### src/rtl/link_tx_pkg.sv
// link_tx_pkg: state encoding, default words and PRBS7 constants for the link transmit sequencer.
package link_tx_pkg;
    typedef enum logic [2:0] {
        ST_OFF    = 3'd0,
        ST_GUARD  = 3'd1,
        ST_STREAM = 3'd2,
        ST_TRAIN  = 3'd3,
        ST_PRBS   = 3'd4
    } tx_state_t;
    localparam logic [7:0] TRAIN_WORD_DEF = 8'hF0;
    localparam logic [7:0] IDLE_WORD_DEF  = 8'hAC;
    localparam logic [6:0] PRBS7_SEED     = 7'h7F;
    localparam logic [6:0] PRBS7_TAPS     = 7'h60;
    // Eight serial PRBS7 steps; returns {byte (first bit in MSB), next lfsr}.
    function automatic logic [14:0] prbs7_step(input logic [6:0] s);
        logic [6:0] l;
        logic [7:0] b;
        logic       fb;
        l = s;
        b = '0;
        for (int i = 0; i < 8; i++) begin
            fb       = ^(l & PRBS7_TAPS);
            b[7 - i] = fb;
            l        = {l[5:0], fb};
        end
        return {b, l};
    endfunction
endpackage

### src/rtl/link_tx_prbs7.sv
// link_tx_prbs7: 8-bit/cycle PRBS7 (x^7+x^6+1) generator, reseeded by load, stepped by advance.
module link_tx_prbs7
    import link_tx_pkg::*;
(
    input  logic       clk160,
    input  logic       rstb,
    input  logic       load,
    input  logic       advance,
    output logic [7:0] byte_out
);
    logic [6:0]  lfsr;
    logic [14:0] step;

    assign step     = prbs7_step(lfsr);
    assign byte_out = step[14:7];

    always_ff @(posedge clk160) begin
        if (!rstb || load) lfsr <= PRBS7_SEED;
        else if (advance)  lfsr <= step[6:0];
    end
endmodule

### src/rtl/link_tx_sequencer.sv
// link_tx_sequencer: per-lane transmit sequencer (guard, training, user stream, idle fill).
// Define LINK_TX_PRBS_EN to add the prbs_mode input and the PRBS7 test state.
module link_tx_sequencer
    import link_tx_pkg::*;
#(
    parameter logic [7:0] TRAIN_WORD = TRAIN_WORD_DEF,
    parameter logic [7:0] IDLE_WORD  = IDLE_WORD_DEF,
    parameter int         TURN_GUARD = 4,
    parameter int         CNT_W      = 16
) (
    input  logic             clk160,
    input  logic             rstb,
    input  logic             enable,
    input  logic             train_req,
    input  logic [CNT_W-1:0] train_len,
    input  logic             cnt_clear,
    input  logic [7:0]       s_tdata,
    input  logic             s_tvalid,
    output logic             s_tready,
    output logic [7:0]       tx_tdata,
    output logic             tx_tvalid,
    output logic             train_done,
    output logic [2:0]       state_out,
    output logic [31:0]      words_sent
`ifdef LINK_TX_PRBS_EN
    ,
    input  logic             prbs_mode
`endif
);
    tx_state_t        state, state_nx;
    logic [CNT_W-1:0] cnt, cnt_nx;
    logic [7:0]       tdata_nx, prbs_byte;
    logic             tvalid_nx, done_nx, accept, prbs_go;

`ifdef LINK_TX_PRBS_EN
    assign prbs_go = prbs_mode;
    link_tx_prbs7 u_prbs (
        .clk160   (clk160),
        .rstb     (rstb),
        .load     (state != ST_PRBS && state_nx == ST_PRBS),
        .advance  (state == ST_PRBS),
        .byte_out (prbs_byte)
    );
`else
    assign prbs_go   = 1'b0;
    assign prbs_byte = 8'h00;
`endif

    assign state_out = state;

    always_ff @(posedge clk160) begin
        if (!rstb) begin
            state <= ST_OFF;
            cnt   <= '0;
        end else begin
            state <= state_nx;
            cnt   <= cnt_nx;
        end
    end

    always_comb begin
        state_nx = state;
        if (!enable) state_nx = ST_OFF;
        else begin
            case (state)
                ST_OFF:    state_nx = (TURN_GUARD == 0) ? ST_STREAM : ST_GUARD;
                ST_GUARD:  state_nx = (cnt == '0) ? ST_STREAM : ST_GUARD;
                ST_STREAM: state_nx = train_req ? ((train_len != '0) ? ST_TRAIN : ST_STREAM)
                                                : (prbs_go ? ST_PRBS : ST_STREAM);
                ST_TRAIN:  state_nx = (cnt == '0) ? ST_STREAM : ST_TRAIN;
                ST_PRBS:   state_nx = prbs_go ? ST_PRBS : ST_STREAM;
                default:   state_nx = ST_OFF;
            endcase
        end
    end

    // One down-counter serves both GUARD and TRAIN; it is loaded on entry and exits at zero.
    always_comb begin
        s_tready  = (state == ST_STREAM) && enable && !train_req;
        accept    = s_tvalid && s_tready;
        cnt_nx    = (state_nx == ST_GUARD && state != ST_GUARD) ? CNT_W'(TURN_GUARD - 1) :
                    (state_nx == ST_TRAIN && state != ST_TRAIN) ? train_len - 1'b1 : cnt - 1'b1;
        tvalid_nx = enable && (state != ST_OFF);
        tdata_nx  = !tvalid_nx           ? 8'h00 :
                    (state == ST_GUARD)  ? IDLE_WORD :
                    (state == ST_TRAIN)  ? TRAIN_WORD :
                    (state == ST_PRBS)   ? prbs_byte :
                    accept               ? s_tdata : IDLE_WORD;
        done_nx   = enable && ((state == ST_STREAM && train_req && train_len == '0) ||
                               (state == ST_TRAIN && cnt == '0));
    end

    always_ff @(posedge clk160) begin
        if (!rstb) begin
            tx_tdata   <= 8'h00;
            tx_tvalid  <= 1'b0;
            train_done <= 1'b0;
            words_sent <= '0;
        end else begin
            tx_tdata   <= tdata_nx;
            tx_tvalid  <= tvalid_nx;
            train_done <= done_nx;
            words_sent <= cnt_clear ? '0 : (accept && !(&words_sent)) ? words_sent + 1'b1 : words_sent;
        end
    end
endmodule
### config.mk
export PLATFORM = sky130hd
export DESIGN_NAME = link_tx_sequencer
export DESIGN_NICKNAME = d
export VERILOG_FILES = /design/src/rtl/link_tx_pkg.sv /design/src/rtl/link_tx_prbs7.sv /design/src/rtl/link_tx_sequencer.sv
export SDC_FILE = /design/constraint.sdc
export NUM_CORES = 1
export LEC_CHECK = 0
export CAP_MARGIN = 25
export CORE_UTILIZATION = 50
export DETAILED_ROUTE_END_ITERATION = 8
export GPL_TIMING_DRIVEN = 1
export PLACE_DENSITY_LB_ADDON = 0.12
export SLEW_MARGIN = 10
export SYNTH_ARGS = -nofsm -noshare
export SYNTH_HDL_FRONTEND = slang
export SYNTH_SLANG_ARGS = --single-unit
### constraint.sdc
create_clock -name clk160 -period 2.7 [get_ports clk160]
set_clock_uncertainty 0.1 [all_clocks]
set_input_delay 0.27 -clock clk160 [delete_from_list [all_inputs] [get_ports clk160]]
set_output_delay 0.27 -clock clk160 [all_outputs]
set_load 0.005 [all_outputs]
==> run summary, run 1 <==
Worst-margin pin slew: 0.6353 ns
Yosys warns: 0
Die ar.: 7128 sq um
Switching pwr: 0.0005988 W
Fin. max-slew vios: 0
PortBufs: 74
Routability cong.: 0.9085
Met2 WL post-DR: 4.016 mm
Synth cell types: 67
Syn Inst Count: 394
Reg power frac: 44.3%
Max-cap violations: 0
CP max stage delay: 0.49 ns
Number of I/O pins: 76
# setup viols final: 0
Netlist Area Pre-Place: 3397 sq um
Critical path required time: 2.86 ns
Metal3 WL: 722 microns
Hold Startpoint: words_sent[15]
# DRC: 6
CP Max Fanout: 4
Unrepaired setup endpoints after global routing: false
Area Overhead vs Synth: 32.56%
Power share of the combinational group: 17.8%
Share of cells above drive strength 1: 12.60%
Global route total overflow: 0
Rel. slew slack: 57.29%
Top cell type's share of synthesized area: 35.36%
Sequential area share after synthesis: 35.36%
CP max-delay cell: clkdlybuf4s50_1
Status: finished with violations
Routed vias/inst: 5.988
H-tree depth: 3
P_leak: 1.606 nW
Initial DRT Pass Iterations: 7
Crit path time final: 2.391 ns
Placed Area: 4309 sq um
Num CTS Buffers: 9
Internal power: 0.001552 W
CP arrival: 2.55 ns
Rows: 29
Core area: 6459 sq um
Fmax: 0.4182 GHz
Hold-fix buffers at CTS: 0
Highest metal used: met4
# fillers: 511
Final wirelength: 9.166 mm
Pre-CTS WS: 0.03145 ns
Synth Flop Type: dfxtp_1
Critical Path Sink Type: flop
First-pass GRT wire length: 15.57 mm
Failing checks: DRC
Crit path launch: train_len[1]
GRT Total Usage: 27.53%
Worst-Skew Late Latency: 0.34 ns
Post-CTS setup repair buffer count: 0
P per Cell Area: 477.7 nW/um^2
Clock network fraction of design power: 37.9%
CTS Buffer Depth: 2
DRT iter0 DRCs: 173
Final Hold Viols: 0
Type of the worst setup path: primary input to flop
Clk root buf: clkbuf_8
DR WL/cell: 16.11 microns
Post-route ant nets: 0
Die Height: 84.43 microns
Initial Util: 52.60%
Crit share post-route: 88.56%
Sw frac: 27.84%
Worst Setup Slack, final: 0.3088 ns
Initial antenna violation count: 0
Largest net degree at the start of global routing: 15
Resized cells post-CTS: 0
Die Width: 84.43 microns
CP cell instances: clkdlybuf4s50_1, nor4_2, buf_4, nand3_1, o21ai_2, mux2_2, a21o_1, a21oi_1
Design area: 4503 sq um
Mapped Avg Cell Area: 8.622 sq um
TritonCTS Sinks: 60
Via count: 3407
Vias in the first global route: 3309
Net Count, Synth: 426
Origin of the critical flop-to-flop path: words_sent[26]
Nets@finish: 519
Hold Crit Class: flop to flop
Clock transition at path regs: 0.07 ns
Post-synth EDFFs: 0
Async set-reset flop share out of synthesis: 0%
Worst vdd ir: 0.0002856 V
ANT cells: 0
Area contributors post-synth: dfxtp_1 (35%), nor2_1 (5.3%), xor2_1 (4.9%)
Post-Route M1 WL: 4.296 mm
TNS Setup: 0 ns
DPL Wire Length: 6.860 mm
#FFs+latches synth: 60
CTS tree: yes
Dominant cell type by area after synthesis: dfxtp_1
Worst setup SP type: primary input
-- registers in the layout (all words and copies together) (netlist names) --
| signal | cells |
|---|---|
| words_sent | 32 |
| cnt | 16 |
| train_done | 1 |
| tx_tvalid | 1 |
| state_out | 2 |
| tx_tdata | 8 |
-- metal layers --
layer / vias to the layer above / track usage, %
met1: 1625 / 37.36
met3: 13 / 7.080
li1: 1634 / -
met2: 135 / 42.18
met4: 0 / 10.48
met5: - / 0
-- power groups by stage --
| stage | Combinational, W | Sequential (W) | Clock, W |
|---|---|---|---|
| 3_5_place_dp | 0.000374 | 0.000970 | 0 |
| 3_3_place_gp | 0.000366 | 0.000971 | 0 |
| 4_1_cts | 0.000378 | 0.000951 | 0.000830 |
| 5_1_grt | 0.000419 | 0.000957 | 0.000863 |
| 2_1_floorplan | 0.000243 | 0.000959 | 0 |
| 6_report | 0.000383 | 0.000953 | 0.000816 |
-- cell families (layout without fill, tap and decap cells) --
kind of cell,Yosys count,in the layout,synth area share [%]
simple gates,197,197,33.26
compound gates,67,67,14.14
flops,60,60,35.36
xor+xnor,30,30,7.735
buf+inv,21,119,3.315
mux,16,16,5.341
fa+ha+maj,2,2,0.7365
other cells,1,1,0.1104
-- layout make-up --
| cell class | instances | area (sq um) | share of cell area [%] |
|---|---|---|---|
| well taps | 77 | 96.34 | 2.139 |
| inverters | 8 | 30.03 | 0.6669 |
| multi-input cells | 313 | 2083 | 46.26 |
| clock buffers | 12 | 145.1 | 3.223 |
| flip-flops and latches | 60 | 1201 | 26.67 |
| repair buffers | 95 | 898.4 | 19.95 |
| clock inverters | 4 | 48.80 | 1.084 |
-- cells in the mapped netlist (2+ instances only) --
cell type  instances
nand3_1           28
and3_1             9
a21oi_1           12
mux2_2             2
or3_1              6
a21o_1             5
clkbuf_1           7
a211oi_1           5
dfxtp_1           60
mux2i_1           10
xor2_1            19
o311ai_0           2
o21a_1             7
o211ai_1           5
nand2_1           29
nand2b_1           4
a41oi_1            2
and4_1             2
nor4_2             3
or4_1              5
nor4_1             5
nor3_1            21
nand4_2            2
mux2_1             2
nor3_2             2
buf_4              2
ha_1               2
o21ai_1            6
o21ai_0            6
xnor2_1           11
and2_1             5
nand4_1           13
a31oi_1            5
inv_1              8
nor2_1            48
buf_6              3
-- critical path, delay by kind of cell --
kind	cells	cell delay, ns
AO/OA/AOI/OAI	3	0.67
buffers and inverters	2	0.67
AND/OR/NAND/NOR	2	0.54
multiplexers	1	0.39
-- worst paths after layout --
check	end	slack, ns	depth (start not counted)
min reg2reg	words_sent[15]	0.41	2
max	cnt[6]	0.31	8
max reg2reg	words_sent[7]	0.40	6
min	words_sent[15]	0.41	2
-- layout by cell type, fill, tap and decap left out, drive strengths merged, types with 2 or more instances in the layout --
cell / instances
dfxtp: 60
nand2: 29
nor2: 48
nand2b: 4
or3: 6
inv: 8
xor2: 19
nand3: 30
nor3: 23
mux2: 4
or2: 2
a211oi: 6
buf: 21
o21a: 7
clkbuf: 12
ha: 2
clkinv: 3
nand4: 15
or4: 5
clkdlybuf4s50: 74
and3: 9
o211ai: 5
nor4: 9
a41oi: 2
a21o: 5
a21oi: 13
o21ai: 13
mux2i: 12
o311ai: 2
a31oi: 6
xnor2: 11
and2: 6
and4: 3
-- metrics by stage --
| stage | hold WS (ns) | instances | power [W] | util (%) |
|---|---|---|---|---|
| after detailed placement | 0.4029 | 553 | 0.001344 | 66.72 |
| after global placement | 0.3849 | 553 | 0.001337 | 66.72 |
| final | 0.4106 | 569 | 0.002151 | 69.72 |
| after CTS | 0.4097 | 569 | 0.002159 | 69.72 |
| after global routing | 0.4281 | 569 | 0.002239 | 69.72 |
| after floorplan | 0.2939 | 394 | 0.001202 | - |
(Power assumes the default switching activity.)
==> run 2, diff against run 1 <==
Settings changed: CORE_UTILIZATION 50 to 33, PLACE_DENSITY_LB_ADDON 0.12 to 0.25.
==> run 2 against run 1 <==
Global-route usage fell by 8.4 points. Sequential cell count unchanged. Final cell count is 9.8% higher. Sequential share of layout area down 0.52 points. Largest cell class unchanged. Final area rose by 2.0%. Die area up 50%. Total power rose by 2.3%. Maximum frequency is 2.2% higher. The flow now finishes without violations. Clock power up 7.0%. Largest power group unchanged. Via count shrank 2.6%. Routed wire length up 4.7%.
==> run summary, run 2 (same netlist as run 1, synthesis figures left out) <==
Status: finished clean (was finished with violations)
TNS Setup: 0 ns (unchanged)
Metal3 WL: 630 microns (was 722 microns)
Critical path required time: 2.81 ns (was 2.86 ns)
CTS Buffer Depth: 2 (unchanged)
Max-cap violations: 0 (unchanged)
Register-to-Register Path Depth: 7 (was 6)
Final Hold Viols: 0 (unchanged)
Via count: 3320 (was 3407)
Fin. max-slew vios: 0 (unchanged)
Worst-margin pin slew: 0.5781 ns (was 0.6353 ns)
DPL Wire Length: 7.397 mm (was 6.860 mm)
Resized cells post-CTS: 0 (unchanged)
Post-route ant nets: 0 (unchanged)
DR WL/cell: 15.36 microns (was 16.11 microns)
Hold-fix buffers at CTS: 0 (unchanged)
Global route total overflow: 0 (unchanged)
Worst Setup Slack, final: 0.3612 ns (was 0.3088 ns)
Crit path time final: 2.339 ns (was 2.391 ns)
DRT iter0 DRCs: 119 (was 173)
Initial antenna violation count: 0 (unchanged)
Most frequent cells in the layout: clkdlybuf4s50_1 (74), dfxtp_1 (60), nor2_1 (48) (unchanged)
Pre-CTS WS: 0.04282 ns (was 0.03145 ns)
Hold Startpoint: words_sent[15] (unchanged)
Unrepaired setup endpoints after global routing: false (unchanged)
Die Width: 103.5 microns (was 84.43 microns)
Number of I/O pins: 76 (unchanged)
Placed Cells: 610 (was 553)
Worst-Skew Late Latency: 0.34 ns (about the same)
Non-filler cells, final: 625 (was 569)
Crit share post-route: 86.62% (was 88.56%)
CP Max Fanout: 4 (unchanged)
Most common cell after layout, fill and taps aside: clkdlybuf4s50_1 (unchanged)
Core area: 9864 sq um (was 6459 sq um)
CP max stage delay: 0.49 ns (about the same)
H-tree depth: 3 (unchanged)
P per Cell Area: 479.5 nW/um^2 (was 477.7 nW/um^2)
Reg2reg end: cnt[14] (was words_sent[7])
# setup viols final: 0 (unchanged)
Initial DRT Pass Iterations: 4 (was 7)
Max reg flops: 32 (unchanged)
Highest metal used: met4 (unchanged)
Post-CTS setup repair buffer count: 0 (unchanged)
PortBufs: 74 (unchanged)
Critical Path Sink Type: flop (unchanged)
CP arrival: 2.44 ns (was 2.55 ns)
Num CTS Buffers: 9 (unchanged)
Hold EP: words_sent[15] (unchanged)
Rows: 36 (was 29)
Largest net degree at the start of global routing: 16 (was 15)
Die Height: 103.5 microns (was 84.43 microns)
Nets@finish: 520 (was 519)
CP max-delay cell: clkdlybuf4s50_1 (unchanged)
CP cell instances: clkdlybuf4s50_1, nor4_2, buf_4, nand3_1, o21ai_2, mux2_1, a31oi_1, nor3b_2 (was clkdlybuf4s50_1, nor4_2, buf_4, nand3_1, o21ai_2, mux2_2, a21o_1, a21oi_1)
Crit path max-delay family: buffers and inverters (was compound AO/OA/AOI/OAI gates)
Fmax: 0.4276 GHz (was 0.4182 GHz)
Most flops, register: words_sent (unchanged)
Routed vias/inst: 5.312 (was 5.988)
Crit path launch: train_len[1] (unchanged)
Origin of the critical flop-to-flop path: state_out[1] (was words_sent[26])
Design area: 4592 sq um (was 4503 sq um)
Worst hold stages: 2 (unchanged)
ANT cells: 0 (unchanged)
Clk root buf: clkbuf_8 (unchanged)
TritonCTS Sinks: 60 (unchanged)
WP buf/inv: 2 (unchanged)
P_leak: 1.614 nW (was 1.606 nW)
Worst vdd ir: 0.0003221 V (was 0.0002856 V)
Final wirelength: 9.599 mm (was 9.166 mm)
Hold Crit Class: flop to flop (unchanged)
First-pass GRT wire length: 15.59 mm (was 15.57 mm)
Initial Util: 34.44% (was 52.60%)
GRT Total Usage: 19.17% (was 27.53%)
Area Overhead vs Synth: 35.17% (was 32.56%)
CTS tree: yes (unchanged)
Routability cong.: 0.9201 (was 0.9085)
Share of cells above drive strength 1: 12.80% (was 12.60%)
Flop2flop setup slack: 0.48 ns (was 0.40 ns)
Top Registers: words_sent: 32 flops, cnt: 16 flops, tx_tdata: 8 flops (unchanged)
Vias in the first global route: 3130 (was 3309)
# DRC: 0 (was 6)
Rel. slew slack: 61.38% (was 57.29%)
Die ar.: 10700 sq um (was 7128 sq um)
Clock transition at path regs: 0.07 ns (about the same)
Post-Route M1 WL: 4.655 mm (was 4.296 mm)
Met2 WL post-DR: 4.159 mm (was 4.016 mm)
Type of the worst setup path: primary input to flop (unchanged)
Worst setup SP type: primary input (unchanged)
Placed Area: 4387 sq um (was 4309 sq um)
[run 2: changes by cell type in the layout (fill, tap and decap cells not counted), sizes merged]
cell	before	now
bufinv	1	2
clkinvlp	0	1
buf	21	22
clkbuf	12	10
clkinv	3	2
[run 2: metal layers]
metal | up-vias | GRT usage (%)
met4 | 0 | 7.042
met2 | 102 | 28.83
met3 | 13 | 4.906
met1 | 1574 | 26.36
li1 | 1631 | -
met5 | - | 0
[run 2: worst max-delay path by stage]
stage | endpoint | slack [ns] | cells after the start
2_1_floorplan | cnt[14] | 0.33 | 10
3_3_place_gp | cnt[13] | 0.06 | 8
3_5_place_dp | cnt[4] | 0.04 | 9
4_1_cts | cnt[13] | 0.38 | 8
5_1_grt | cnt[14] | 0.22 | 9
6_report | cnt[13] | 0.36 | 8
[run 2: layout make-up]
cell class	instances	area, sq um
inverter	8	30.03
tap	133	166.4
multi-input combinational	313	2083
sequential	60	1201
fill	958	5273
clock inverter	5	77.57
timing repair buffer	96	905.9
clock buffer	10	127.6
[run 2: power by group]
group          switching [W]  leakage, nW  internal (W)
sequential         0.0000361        0.486      0.000916
combinational       0.000195         1.03      0.000182
clock               0.000361        0.102      0.000512
[run 2: worst register-to-register path, cell delays in order, from the launching register on]
cell and delay [ns]:
dfxtp_1 0.55, nand4b_4 0.24, a21oi_4 0.30, mux2i_1 0.27
ha_1 0.22, o21ai_1 0.13, nor3_1 0.21, nor3_1 0.07
[run 2: stage by stage]
| step | power [W] | hold slack, ns | util, % |
|---|---|---|---|
| after floorplan | 0.001202 | 0.2939 | - |
| after detailed placement | 0.001344 | 0.4144 | 44.47 |
| final | 0.002202 | 0.4168 | 46.55 |
| after global routing | 0.002306 | 0.4141 | 46.55 |
| after global placement | 0.001340 | 0.3943 | 44.47 |
| after CTS | 0.002219 | 0.4116 | 46.55 |
